==> config.mk <==
export PLATFORM = sky130hd
export DESIGN_NAME = door_input_conditioner_flat
export DESIGN_NICKNAME = d
export VERILOG_FILES = /design/src/rtl/door_input_conditioner_if.sv /design/src/rtl/door_input_conditioner.sv /design/src/flat_wrapper.sv
export SDC_FILE = /design/constraint.sdc
export NUM_CORES = 1
export LEC_CHECK = 0
export BUFFER_PORTS_ARGS = -buffer_cell sky130_fd_sc_hd__clkbuf_2
export CORE_AREA = 2 2 43 45
export DETAILED_ROUTE_END_ITERATION = 16
export DIE_AREA = 0 0 45 47
export GPL_ROUTABILITY_DRIVEN = 0
export PLACE_DENSITY = 0.75
export SKIP_CTS_REPAIR_TIMING = 1
export SYNTH_ARGS = -nofsm -noshare
export SYNTH_HDL_FRONTEND = slang
export SYNTH_SLANG_ARGS = --single-unit
==> constraint.sdc <==
create_clock -name clock -period 1.53 [get_ports clock]
set_input_delay 0.306 -clock clock [delete_from_list [all_inputs] [get_ports clock]]
set_output_delay 0.306 -clock clock [all_outputs]
set_load 0.1 [all_outputs]
==> src/rtl/door_input_conditioner_if.sv <==
// rtl/door_input_conditioner_if.sv - raw door inputs and conditioned controller-side signals
interface door_input_conditioner_if;
  logic btn_raw;
  logic up_sw_raw;
  logic dn_sw_raw;
  logic activate;
  logic Up_max;
  logic Dn_max;
  logic sensor_fault;

  modport master (
    output btn_raw, up_sw_raw, dn_sw_raw,
    input  activate, Up_max, Dn_max, sensor_fault
  );

  modport slave (
    input  btn_raw, up_sw_raw, dn_sw_raw,
    output activate, Up_max, Dn_max, sensor_fault
  );
endinterface

==> src/rtl/door_input_conditioner.sv <==
// rtl/door_input_conditioner.sv - sync/debounce of button and limits, one-shot activate, fault flag
// Optional press lockout after each pulse when DOOR_INPUT_LOCKOUT_EN is defined.
module door_input_conditioner #(
  parameter int DEBOUNCE_CYCLES = 4,
  parameter int LOCKOUT_CYCLES  = 16
) (
  input logic                    clock,
  input logic                    reset,
  door_input_conditioner_if.slave io
);
  localparam int CW = $clog2(DEBOUNCE_CYCLES + 1);
  localparam logic [CW-1:0] CNT_LAST = CW'(DEBOUNCE_CYCLES - 1);

  typedef enum logic {BTN_RELEASED, BTN_PRESSED} btn_state_t;

  // bit 0 = button, bit 1 = fully-open limit, bit 2 = fully-closed limit
  logic [2:0]    raw;
  logic [2:0]    sync1;
  logic [2:0]    sync2;
  logic [2:0]    deb;
  logic [CW-1:0] cnt [3];
  btn_state_t    state_q;
  btn_state_t    state_d;
  logic          act_d;
  logic          act_q;
  logic          fault_q;
  logic          limits_both;
  logic          locked;

  assign raw = {io.dn_sw_raw, io.up_sw_raw, io.btn_raw};

  always_ff @(posedge clock or negedge reset) begin
    if (!reset) begin
      sync1 <= '0;
      sync2 <= '0;
    end else begin
      sync1 <= raw;
      sync2 <= sync1;
    end
  end

  // A new level must hold for DEBOUNCE_CYCLES consecutive samples; any return clears the count.
  always_ff @(posedge clock or negedge reset) begin
    if (!reset) begin
      deb <= '0;
      for (int i = 0; i < 3; i++) cnt[i] <= '0;
    end else begin
      for (int i = 0; i < 3; i++) begin
        if (sync2[i] == deb[i]) begin
          cnt[i] <= '0;
        end else if (cnt[i] == CNT_LAST) begin
          deb[i] <= sync2[i];
          cnt[i] <= '0;
        end else if (cnt[i] != '1) begin
          cnt[i] <= cnt[i] + CW'(1);
        end
      end
    end
  end

  assign limits_both = deb[1] & deb[2];

`ifdef DOOR_INPUT_LOCKOUT_EN
  localparam int LW = $clog2(LOCKOUT_CYCLES + 1);
  logic [LW-1:0] lock_q;

  always_ff @(posedge clock or negedge reset) begin
    if (!reset) begin
      lock_q <= '0;
    end else if (act_d) begin
      lock_q <= LW'(LOCKOUT_CYCLES);
    end else if (lock_q != '0) begin
      lock_q <= lock_q - LW'(1);
    end
  end

  assign locked = (lock_q != '0);
`else
  // Zero is outside the legal range; a misconfigured instance stays silent rather than pulsing.
  assign locked = (LOCKOUT_CYCLES == 0);
`endif

  always_ff @(posedge clock or negedge reset) begin
    if (!reset) begin
      state_q <= BTN_RELEASED;
      act_q   <= 1'b0;
      fault_q <= 1'b0;
    end else begin
      state_q <= state_d;
      act_q   <= act_d;
      fault_q <= limits_both;
    end
  end

  always_comb begin
    state_d = state_q;
    act_d   = 1'b0;
    case (state_q)
      BTN_RELEASED: begin
        if (deb[0]) begin
          state_d = BTN_PRESSED;
          act_d   = !limits_both && !locked;
        end
      end
      BTN_PRESSED: begin
        if (!deb[0]) state_d = BTN_RELEASED;
      end
      default: state_d = BTN_RELEASED;
    endcase
  end

  assign io.activate     = act_q;
  assign io.Up_max       = deb[1];
  assign io.Dn_max       = deb[2];
  assign io.sensor_fault = fault_q;
endmodule

==> src/flat_wrapper.sv <==
// flat-port wrapper written by rule: the top's interface ports become plain ports
module door_input_conditioner_flat 
#(
  parameter int DEBOUNCE_CYCLES = 4,
  parameter int LOCKOUT_CYCLES  = 16
)
  (clock, reset, io_btn_raw, io_up_sw_raw, io_dn_sw_raw, io_activate, io_Up_max, io_Dn_max, io_sensor_fault);
  door_input_conditioner_if io_i ();
  input logic clock;
  input logic reset;
  input wire logic [$bits(io_i.btn_raw)-1:0] io_btn_raw;
  input wire logic [$bits(io_i.up_sw_raw)-1:0] io_up_sw_raw;
  input wire logic [$bits(io_i.dn_sw_raw)-1:0] io_dn_sw_raw;
  output wire logic [$bits(io_i.activate)-1:0] io_activate;
  output wire logic [$bits(io_i.Up_max)-1:0] io_Up_max;
  output wire logic [$bits(io_i.Dn_max)-1:0] io_Dn_max;
  output wire logic [$bits(io_i.sensor_fault)-1:0] io_sensor_fault;
  assign io_i.btn_raw = io_btn_raw;
  assign io_i.up_sw_raw = io_up_sw_raw;
  assign io_i.dn_sw_raw = io_dn_sw_raw;
  assign io_activate = io_i.activate;
  assign io_Up_max = io_i.Up_max;
  assign io_Dn_max = io_i.Dn_max;
  assign io_sensor_fault = io_i.sensor_fault;
  door_input_conditioner #(.DEBOUNCE_CYCLES(DEBOUNCE_CYCLES), .LOCKOUT_CYCLES(LOCKOUT_CYCLES)) u_core (.clock(clock), .reset(reset), .io(io_i));
endmodule
After elaboration in Yosys (flattened, before gate mapping):

Index checks and enable logic that the tools add are counted.

* register bits after elaboration: 21
* input port bits: 5
* output and inout bits: 4
* word-level logic and storage cells: 46

* $add $sub $neg: 3
* equal/unequal tests: 9
* multiplexer cells: 12
* bitwise gates (word level): 4
* reductions and logical operators: 7

Operator list (count)
* $mux 3: 9
* $add 3x1->3 const B: 3
* $eq 3x2->1 const B: 3
* $ne 3x3->1 const B: 3
* $reduce_bool 3->1: 3
* $reduce_and 2->1: 3
* $eq 1x1->1: 3
* $mux 1: 3
* $not 1->1: 3
* $and 1x1->1: 1
* $logic_not 1->1: 1

Longest topological paths before layout:

* depth after elaboration: 4
* depth in mapped cells: 3
* depth with buffers taken out: 3

Worst setup path after synthesis:

Ideal clock, no wire load.

* kind: register to register
* start point: reg u_core.deb[2]
* end point: reg u_core.cnt[0] (netlist bit)
* setup time: 0.080 ns
* arrival: 1.286 ns
* data required time: 1.450 ns
* setup slack: 0.165 ns
* cell stages (with the launch flop): 3
* path buffers: 0
* clock period less this slack: 1.365 ns
* cells stage by stage: dfrtp_1 xnor2_1 a21oi_1

* longest elaborated chain between the ends: 2
* elaborated cells between the ends (all ways): 3
* classes of those cells: eq/ne (1); mux (1); reduce/logical (1)

RTL lines
* start: declaration: line door_input_conditioner.sv:20 `logic [2:0] deb;`
* start signal: indexed assignment: line door_input_conditioner.sv:52 `deb[i] <= sync2[i];`
* $eq 1x1->1 (*): line door_input_conditioner.sv:49 `if (sync2[i] == deb[i]) begin`
* $reduce_bool 3->1 (no line) / $mux 3 (equally long branches)
* end signal: indexed assignment: line door_input_conditioner.sv:55 `cnt[i] <= cnt[i] + CW'(1);`
* end: declaration: line door_input_conditioner.sv:21 `logic [CW-1:0] cnt [3];`

Every way passes the cells marked *; elsewhere a longest branch is shown, timed or not.
A chain may end at the register's enable or synchronous reset.

Final worst setup path:

* start point: reg u_core.fault_q (netlist: u_core.io.sensor_fault)
* end point: out io_sensor_fault

RTL lines
* start: declaration: line door_input_conditioner.sv:26 `logic fault_q;`
* start signal: assignment: line door_input_conditioner.sv:91 `fault_q <= limits_both;`
* end: declaration: line flat_wrapper.sv:17 `output wire logic [$bits(io_i.sensor_fault)-1:0] io_sensor_fault;`

No word-level cell between the ends.

==> metrics.txt <==
Avg Cell Area, Syn=14.1 um^2; total clock sinks=21; Synth Net Count=64; CTS Root Cell=clkbuf_4; slew margin rel.=64.3%; Synth Cell Area=791 um^2; fillcell total=156; post-synth top area cell=dfrtp_1; final layout net count=78; aggregate global-route resource usage=11.4%; clk slew on worst S/H paths=0.10 ns; clock power share=13.2%; CTS tree=built; largest net degree at the start of global routing=22; pwr/cell area=2080 nW/um^2; Tot Pwr=1.86 mW; Placement Setup Slack=0.315 ns; DRT iter0 DRCs=2; Reg2Reg Depth=3; Reg2Reg Setup Slack=0.30 ns; worst setup margin=0.161 ns; worst setup path class=reg -> out; Crit path largest cell delay=0.44 ns; detailed-route wire length per cell=11.2 um; Final TNS setup=0 ns; Vias=436; sequential share of power=43.0%; crit share post-route=89.5%; layout cells sized above 1=24.6%; CP Max Fanout=1; status=finished, final reports clean; die span in x=45 um; CP cell instances=clkbuf_2; pins over their slew limit=0; top cell family by delay on the critical path=buffers and inverters; die area=2120 um^2; Buffers on Ports=8; worst vdd ir=0.000981 V; Max Fclk=731 MHz; CP endpoint kind=output pin; total CTS buffers=3; Max Root-Sink Buffers=2; H-tree Lvls=1; Post-Layout Cell Count=86; cell count after synthesis=56; CP required=1.22 ns; hpwl dp=708 um; Final Hold Fails=0; clock latency at the later pin of the worst-skew pair=0.28 ns; core area=1650 um^2; top-area cell type share of the netlist area=66.5%; Comb pwr share=43.8%; NetSw=792 uW; hold crit path type=in -> reg; std cell rows=15; Reg-to-Reg Start=u_core.cnt[3]$_DFFE_PN0P_; synth-to-layout area growth=13.0%; critical path startpoint category=register; Tmin final=1.37 ns; CP bufs+invs=1; initial antenna violation count=0; DRC Markers=0; Slew @ Worst Pin=0.537 ns; sw frac=42.5%; vias in the first global route=407; hold path startpoint=io_up_sw_raw; die height=47 um; sequential share of the synthesized area=66.5%; Min-Delay Path Depth=1; FF+latch count, synth=21; final setup violation count=0; Via density=5.07; placed cell count=81; Cell variety after synth=15; Synth Warn #=0; global-route wire length before repair=1.64 mm; Area contributors post-synth=dfrtp_1 66%, ha_1 4.7%, nor2b_1 4.0%; worst hold slack=0.118 ns; Critical Path AT=1.06 ns; Top Ports=9; leakage=0.424 nW; Worst Hold End=u_core.sync1[1]$_DFF_PN0_; DR pass1 iterations=2; total of max-cap violations=0; CP max-delay cell=clkbuf_2; Internal=1.07 mW; reg2reg end=u_core.deb[1]$_DFFE_PN0P_; starting density of the core=47.9%; n_diodes=0; Detail Route Antenna Nets=0; grt ovf=0; clock skew=0.00133 ns; final wirelength=960 um; RSZ-0062 raised after global routing=no
==> logic make-up after synthesis <==
group,share of synthesized area [%]
mux,4.75
compound gates,6.33
fa+ha+maj,4.75
xor+xnor,3.32
simple gates,14.4
flops,66.5
==> synth_stat cells <==
cell,n
mux2_1,2
nand2b_1,1
nand3_1,6
and2_1,1
nor2b_1,5
a21oi_1,6
nor2b_4,1
a21bo_2,2
ha_1,3
xnor2_1,3
or2_2,2
or2_0,1
dfrtp_1,21
mux2_4,1
nor3b_1,1
==> sequential cells by signal, summed over array words and instances, names as in the netlist <==
register	cells
u_core.cnt	9
u_core.deb	3
u_core.sync1	3
u_core.sync2	3
u_core.io.activate	1
u_core.io.sensor_fault	1
u_core.state_q	1
==> cells in the final DEF (no fill, tap or decap) <==
cell	Yosys	final
nor3b_1	1	1
buf_4	0	2
or2_0	1	1
nand3_1	6	6
nor2b_1	5	5
and2_1	1	1
a21oi_1	6	6
a21bo_2	2	2
ha_1	3	3
xnor2_1	3	3
or2_2	2	2
nor2b_4	1	1
mux2_4	1	1
clkbuf_4	0	3
mux2_1	2	2
dfrtp_1	21	21
clkbuf_2	0	6
clkbuf_1	0	1
dlygate4sd3_1	0	1
nand2b_1	1	1
==> cell type report <==
type	count	area [um^2]	area share, %
Multi-Input combinational cell	35	265	29.7
Sequential cell	21	526	58.8
Tap cell	17	21.3	2.38
Timing Repair Buffer	9	55.1	6.16
Clock buffer	4	26.3	2.94
==> worst max path at each step <==
stage                                                start                         to  slack, ns  depth (start not counted)
after floorplan                  u_core.deb[2]$_DFFE_PN0P_  u_core.cnt[0]$_DFFE_PN0P_       0.16                          2
after global routing      u_core.io.sensor_fault$_DFF_PN0_            io_sensor_fault       0.10                          1
after detailed placement         u_core.cnt[3]$_DFFE_PN0P_  u_core.deb[1]$_DFFE_PN0P_       0.32                          3
after CTS                 u_core.io.sensor_fault$_DFF_PN0_            io_sensor_fault       0.15                          1
final                     u_core.io.sensor_fault$_DFF_PN0_            io_sensor_fault       0.16                          1
after global placement           u_core.cnt[3]$_DFFE_PN0P_  u_core.deb[1]$_DFFE_PN0P_       0.34                          3
==> per-layer routing <==
layer  GRT usage [%]  wire [um]  vias to the layer above
met2            17.1        468                       10
met1            14.5        426                      208
li1                -          -                      216
met4            7.06         17                        0
met3            3.46         48                        2
met5               0          0                        -
==> power by group through the flow <==
stage               registers, mW  logic, mW  clock network [mW]
finish                      0.801      0.815               0.246
floorplan                    1.17      0.304                   0
CTS                         0.804      0.826               0.256
global placement            0.805      0.797                   0
detailed placement          0.814      0.827                   0
global route                0.825      0.884               0.281
==> stage by stage <==
step / utilization [%] / instance area [um^2]
after CTS: 53.5 / 883
final: 54.1 / 893
after detailed placement: 51.9 / 857
after global routing: 54.1 / 893
after global placement: 51.9 / 857
after floorplan: - / 791
Power figures use the tool's default switching activity.
